==> config.mk <==
export PLATFORM = sky130hd
export DESIGN_NAME = nop
export DESIGN_NICKNAME = d
export VERILOG_FILES = /design/src/rtl/nop_pkg.sv /design/src/rtl/nop_stage.sv /design/src/rtl/nop.sv
export SDC_FILE = /design/constraint.sdc
export NUM_CORES = 1
export LEC_CHECK = 0
export CORE_MARGIN = 8
export CORE_UTILIZATION = 41
export DETAILED_ROUTE_END_ITERATION = 7
export HOLD_SLACK_MARGIN = 0.03
export PLACE_DENSITY = 0.87
export SYNTH_ARGS = -nofsm -noshare
export SYNTH_HDL_FRONTEND = slang
export SYNTH_SLANG_ARGS = --single-unit
==> constraint.sdc <==
create_clock -name clk -period 2.2 [get_ports clk]
set_input_delay 0.55 -clock clk [delete_from_list [all_inputs] [get_ports clk]]
set_output_delay 0.55 -clock clk [all_outputs]
set_load 0.01 [all_outputs]
==> src/rtl/nop_pkg.sv <==
// Shared ALU definitions used by the NOP unit: operand width, NOP opcode and
// the legal pipeline depth range.
package nop_pkg;

    localparam int unsigned NOP_WIDTH   = 20;
    localparam int unsigned NOP_LAT_MIN = 1;
    localparam int unsigned NOP_LAT_MAX = 8;
    localparam int unsigned ALU_OP_W    = 5;

    // Opcode that routes an instruction to the NOP unit.
    localparam logic [ALU_OP_W-1:0] ALU_OP_NOP = 5'h00;

    // Elaboration-time guard for the pipeline depth parameter.
    function automatic bit latency_ok(input int unsigned lat);
        return (lat >= NOP_LAT_MIN) && (lat <= NOP_LAT_MAX);
    endfunction

endpackage

==> src/rtl/nop_stage.sv <==
// One NOP pipeline stage: payload + valid register with a hold enable.
// Ports:
//   clk, reset_n   - clock, asynchronous active-low reset
//   en             - 1: capture d/d_valid, 0: hold current contents
//   d, d_valid     - payload and valid bit from the previous stage
//   q, q_valid     - registered payload and valid bit
module nop_stage
    import nop_pkg::*;
#(
    parameter int unsigned WIDTH = NOP_WIDTH
) (
    input  logic             clk,
    input  logic             reset_n,
    input  logic             en,
    input  logic [WIDTH-1:0] d,
    input  logic             d_valid,
    output logic [WIDTH-1:0] q,
    output logic             q_valid
);

    // Payload is captured regardless of d_valid; only en gates the update.
    always_ff @(posedge clk or negedge reset_n) begin
        if (!reset_n) begin
            q       <= '0;
            q_valid <= 1'b0;
        end else if (en) begin
            q       <= d;
            q_valid <= d_valid;
        end
    end

endmodule

==> src/rtl/nop.sv <==
// Program-flow NOP unit: passes the operand word through LATENCY register
// stages unchanged and counts retired NOPs (saturating).
// Ports:
//   clk, reset_n   - clock, asynchronous active-low reset
//   data, in_valid - operand word and its valid flag
//   stall          - freeze every stage and the retire counter
//   result         - data delayed by LATENCY non-stalled edges
//   out_valid      - result carries a retired NOP
//   nop_count      - saturating count of retired NOPs
module nop
    import nop_pkg::*;
#(
    parameter int unsigned WIDTH   = NOP_WIDTH,
    parameter int unsigned LATENCY = 1,
    parameter int unsigned CNT_W   = 16
) (
    input  logic             clk,
    input  logic             reset_n,
    input  logic [WIDTH-1:0] data,
    input  logic             in_valid,
    input  logic             stall,
    output logic [WIDTH-1:0] result,
    output logic             out_valid,
    output logic [CNT_W-1:0] nop_count
);

    localparam logic [CNT_W-1:0] CNT_MAX = '1;

    if (!latency_ok(LATENCY)) begin : g_bad_latency
        $error("nop: LATENCY must be in 1..8");
    end

    // Index 0 is the input port, index k is the output of stage k-1.
    logic [LATENCY:0][WIDTH-1:0] pipe_data;
    logic [LATENCY:0]            pipe_valid;
    logic                        advance;

    assign advance       = ~stall;
    assign pipe_data[0]  = data;
    assign pipe_valid[0] = in_valid;

    for (genvar k = 0; k < LATENCY; k++) begin : g_stage
        nop_stage #(
            .WIDTH(WIDTH)
        ) u_stage (
            .clk    (clk),
            .reset_n(reset_n),
            .en     (advance),
            .d      (pipe_data[k]),
            .d_valid(pipe_valid[k]),
            .q      (pipe_data[k+1]),
            .q_valid(pipe_valid[k+1])
        );
    end

    // Outputs come straight from the last stage's flops.
    assign result    = pipe_data[LATENCY];
    assign out_valid = pipe_valid[LATENCY];

    // Retire counter: counts on the edge that moves a valid word out; sticks at all-ones.
    always_ff @(posedge clk or negedge reset_n) begin
        if (!reset_n) begin
            nop_count <= '0;
        end else if (advance && out_valid && (nop_count != CNT_MAX)) begin
            nop_count <= nop_count + CNT_W'(1);
        end
    end

endmodule

**After elaboration in Yosys (flattened, before gate mapping)**

Index checks and enable logic that the tools add are counted.

- Bits in registers: 37
- Word-level logic and storage cells: 8

- $add $sub $neg: 1
- Equality and inequality tests: 1
- Bitwise logic cells: 1
- Reductions and logical operators: 2

Operators by type and width:

| operator | number |
|---|---|
| adder 16 x 1 -> 16 bit (second input constant) | 1 |
| inequality test 16 bit (second input constant) | 1 |
| logical AND 1 bit | 2 |
| NOT 1 bit | 1 |

**Depth between registers and ports, before layout**

- Word-level depth: 3
- Mapped depth: 5

**Cells and area by module**

A second synthesis with hierarchy kept.

- Cell total of the unflattened synthesis: 123
- Area, all modules: 1712.9 µm²

Modules (own cells, without submodules):

| module | instances | cells each | area an instance (µm²) |
|---|---|---|---|
| nop_stage | 1 | 44 | 859.6 |
| nop | 1 | 79 | 853.3 |

**Least setup slack after synthesis**

No wires, ideal clock.

- Path kind: register -> register
- Start: register nop_count[0]
- End: register nop_count[1]
- Setup time: 0.125 ns
- Arrival time: 1.571 ns
- Data required time: 2.075 ns
- Path slack: 0.504 ns
- Cell stages (with the launch flop): 6
- Buffers on the path: 0
- Period minus slack after synthesis: 1.696 ns
- Path through: dfrtp_1 -> ha_1 -> nand4_1 -> nor4_4 -> nor3b_2 -> mux2_4

- Longest elaborated chain between the ends: 2
- Elaborated cells between the ends (all ways): 3
- Classes of those cells: add/sub: 1; eq/ne: 1; reduce/logical: 1

RTL lines:

| what | RTL line | text |
|---|---|---|
| from (decl) | nop.sv:24 | `output logic [CNT_W-1:0] nop_count` |
| from (signal assigned) | nop.sv:65 | `nop_count <= nop_count + CNT_W'(1);` |
| branches (longest 2 deep; another with adder 16 x 1 -> 16 bit) | - |  |

Parallel ways; which one is timed is not known.
A chain may end at the register's enable or synchronous reset.

**Final worst setup path**

- Start: register nop_count[10]
- End: output port nop_count[10]

No word-level cell between the ends.

==> results.py <==
metrics = {
    "outcome": {
        "status": "finished, final reports clean",
    },
    "layout": {
        "antenna-diode-count": 0,
        "utilization_pct": 64.9,
        "synthToLayoutAreaGrowth_pct": 50.1,
        "num-nets-final": 211,
        "drive_gt1_share_pct": 23.5,
        "seq_area_um2": 926,
        "fillers": 286,
        "multi_input_comb_area_um2": 658,
    },
    "sta": {
        "fin_crit_sh_pct": 87.2,
        "final_max_slew_viol_count": 0,
        "grt_setup_unrepaired": "no",
        "whs_ns": 0.507,
        "final-hold-violation-count": 0,
        "setup_viol_count_final": 0,
        "final.setup_skew_ns": 0.00677,
        "setup_tns_ns": 0,
        "tightest_slew_ns": 0.543,
        "timing.fmax_mhz": 521,
        "slew-limit-headroom_pct": 63.5,
        "min_period_ns": 1.92,
    },
    "detailed_routing": {
        "wl_um": 4100,
        "drc": 0,
        "routedWlPerCell_um": 17.5,
        "drt_pass1_iterations": 4,
        "dr_total_vias": 1210,
        "ant_nets": 0,
        "dr.first_iter.drc_count": 133,
        "vias_per_cell": 5.15,
    },
    "setup_path": {
        "critPathMaxFanout": 6,
        "cp_slowest_stage_delay_ns": 0.60,
        "worstSetupEndpointType": "output pin",
        "critPathBufInv": 1,
        "r2r_setup_slack_ns": 0.34,
        "path_cells": "clkdlybuf4s50_1",
        "path_delay_family": "buffers and inverters",
        "critPathKind": "reg2out",
        "crit_arrival_ns": 1.37,
        "crit_path_end": "nop_count[10]",
        "cp.depth": 1,
        "r2r_start": "nop_count[0]$_DFFE_PN0P_",
        "startpoint": "nop_count[10]$_DFFE_PN0P_",
        "timing.rr.end": "nop_count[1]$_DFFE_PN0P_",
        "critical_path.startpoint_type": "register",
        "required_ns": 1.65,
        "slowest_stage": "clkdlybuf4s50_1",
        "ff2ff_path_depth": 5,
    },
    "power": {
        "leakagePower_uw": 0.00105,
        "powerDensity_mw_per_mm2": 770,
        "vdd_drop_max_mv": 0.486,
        "power.total_uw": 1850,
    },
    "floorplan": {
        "rows": 22,
        "pin_count": 61,
        "core_mm2": 0.00369,
        "chipHeight_um": 78.4,
        "die_w_um": 78.4,
        "dieArea_mm2": 0.00614,
        "start_util_pct": 43.2,
    },
    "job": {
        "maxCapViolations": 0,
    },
    "clocking": {
        "ctsResizeCount": 0,
        "cts_root_buf": "clkbuf_8",
        "cts.clk_slew.worst_paths_ns": 0.07,
        "cts_tree": "built",
        "clockBufferDepth": 2,
        "clk_latency_ns": 0.29,
        "clock_sinks": 37,
        "post_cts_buffers": 0,
        "numCtsBuffers": 5,
        "hold_buffers": 0,
        "cts_max_level": 2,
    },
    "grt": {
        "grt_max_degree": 38,
        "grt_pass1_vias": 1411,
        "grt_pass1_wl_um": 6930,
        "grt_overflow_total": 0,
        "antenna_found_initial": 0,
        "grt_usage_pct": 14.4,
    },
    "logic_synthesis": {
        "syn-cell-area_mm2": 0.00160,
        "synth_fa_ha_area_share_pct": 0.784,
        "synth_top_family_by_area": "multiplexers",
        "syn_inst": 115,
        "synth_compound_area_share_pct": 1.73,
        "yosys.area.top_type": "dfrtp_1",
        "ys_seq_area_share_pct": 58.0,
        "yosys-top-cells-area": "dfrtp_1 (58%), mux2_2 (16%), xor2_1 (6.0%)",
        "synth_top_area_share_pct": 58.0,
        "yosys.area_share.simple_pct": 15.1,
        "synth_seq_cells": 37,
        "synthMuxAreaShare_pct": 16.5,
        "ys_types": 26,
        "ys_warn_count": 0,
        "avgSynthCellArea_um2": 13.9,
        "synth-xor-area-share_pct": 7.14,
        "synth.net_count": 140,
    },
    "placed_design": {
        "place.port_buffers": 60,
        "dp_hpwl_um": 3090,
        "gp_congestion": 0.775,
    },
    "hold_path": {
        "worstHoldPathType": "reg2reg",
    },
}
## cell type report
type	instances	area share (%)
Multi-Input combinational cell	75	27.5
Clock inverter	1	0.209
Clock buffer	7	4.02
Inverter	1	0.157
Tap cell	48	2.51
Timing Repair Buffer	66	27.0
Sequential cell	37	38.7
## cells by family after synthesis
kind of cell	after synthesis
AO/OA/AOI/OAI	4
XOR/XNOR	13
adder cells (fa/ha/maj)	1
buffers and inverters	3
flip-flops	37
multiplexers	23
AND/OR/NAND/NOR	34
## report_power, final
part           leakage [µW]  total (µW)  internal [µW]  switching, µW
combinational      0.000538         456            283            174
sequential         0.000454         872            769            103
clock             0.0000542         517            283            234
## synthesized netlist by cell type
cell type  number
dfrtp_1        37
mux2_2         22
xor2_1         11
nor3_1          7
nand3_1         5
nand2_1         4
nand4_1         4
or2_2           3
clkbuf_1        2
nor2_1          2
nor4_1          2
xnor2_1         2
ha_1            1
inv_1           1
mux2_4          1
nand3b_1        1
nand4_4         1
nand4b_4        1
nor3b_1         1
nor3b_2         1
nor4_4          1
nor4b_1         1
o211ai_1        1
o21a_1          1
o21ai_0         1
o21bai_1        1
## flip-flops by register name, summed over array words and instances (netlist names)
name and cells:
g_stage.u_stage.q 20, g_stage.u_stage.q_valid 1, nop_count 16
## stage by stage
stage	setup WS (ns)	cell area, µm²	cells
after floorplan	0.504	1600	115
after global placement	0.131	2290	227
after detailed placement	0.0724	2290	227
after CTS	0.256	2390	235
after global routing	0.210	2390	235
final	0.281	2390	235
## placed cells by master, fill, tap and decap left out, drive strengths merged, types with 2 or more instances in the layout
master | synthesis | layout
nor3b | 2 | 2
clkbuf | 2 | 7
nand3 | 5 | 5
xor2 | 11 | 11
or2 | 3 | 3
clkdlybuf4s50 | 0 | 60
dfrtp | 37 | 37
nand2 | 4 | 4
xnor2 | 2 | 2
nor3 | 7 | 7
nor2 | 2 | 2
nor4 | 3 | 3
nand4 | 5 | 5
mux2 | 23 | 23
buf | 0 | 6
## worst min path at each step
stage / from / endpoint / slack (ns) / cells past startpoint
finish: g_stage[0].u_stage.q[13]$_DFFE_PN0N_ / g_stage[0].u_stage.q[13]$_DFFE_PN0N_ / 0.51 / 1
CTS: g_stage[0].u_stage.q[2]$_DFFE_PN0N_ / g_stage[0].u_stage.q[2]$_DFFE_PN0N_ / 0.51 / 1
detailed placement: g_stage[0].u_stage.q[2]$_DFFE_PN0N_ / g_stage[0].u_stage.q[2]$_DFFE_PN0N_ / 0.50 / 1
floorplan: reset_n / g_stage[0].u_stage.q[0]$_DFFE_PN0N_ / 0.25 / 0
global route: g_stage[0].u_stage.q[13]$_DFFE_PN0N_ / g_stage[0].u_stage.q[13]$_DFFE_PN0N_ / 0.53 / 1
global placement: g_stage[0].u_stage.q[19]$_DFFE_PN0N_ / g_stage[0].u_stage.q[19]$_DFFE_PN0N_ / 0.49 / 1
## routing by layer
metal | GRT usage (%) | share of wire (%) | wire length, µm
met4 | 5.37 | 2.0 | 81
met5 | 0 | 0 | 0
met1 | 14.1 | 35 | 1420
met2 | 23.6 | 51 | 2080
met3 | 9.45 | 13 | 525
Note: power is estimated with default switching activity, not from simulation.
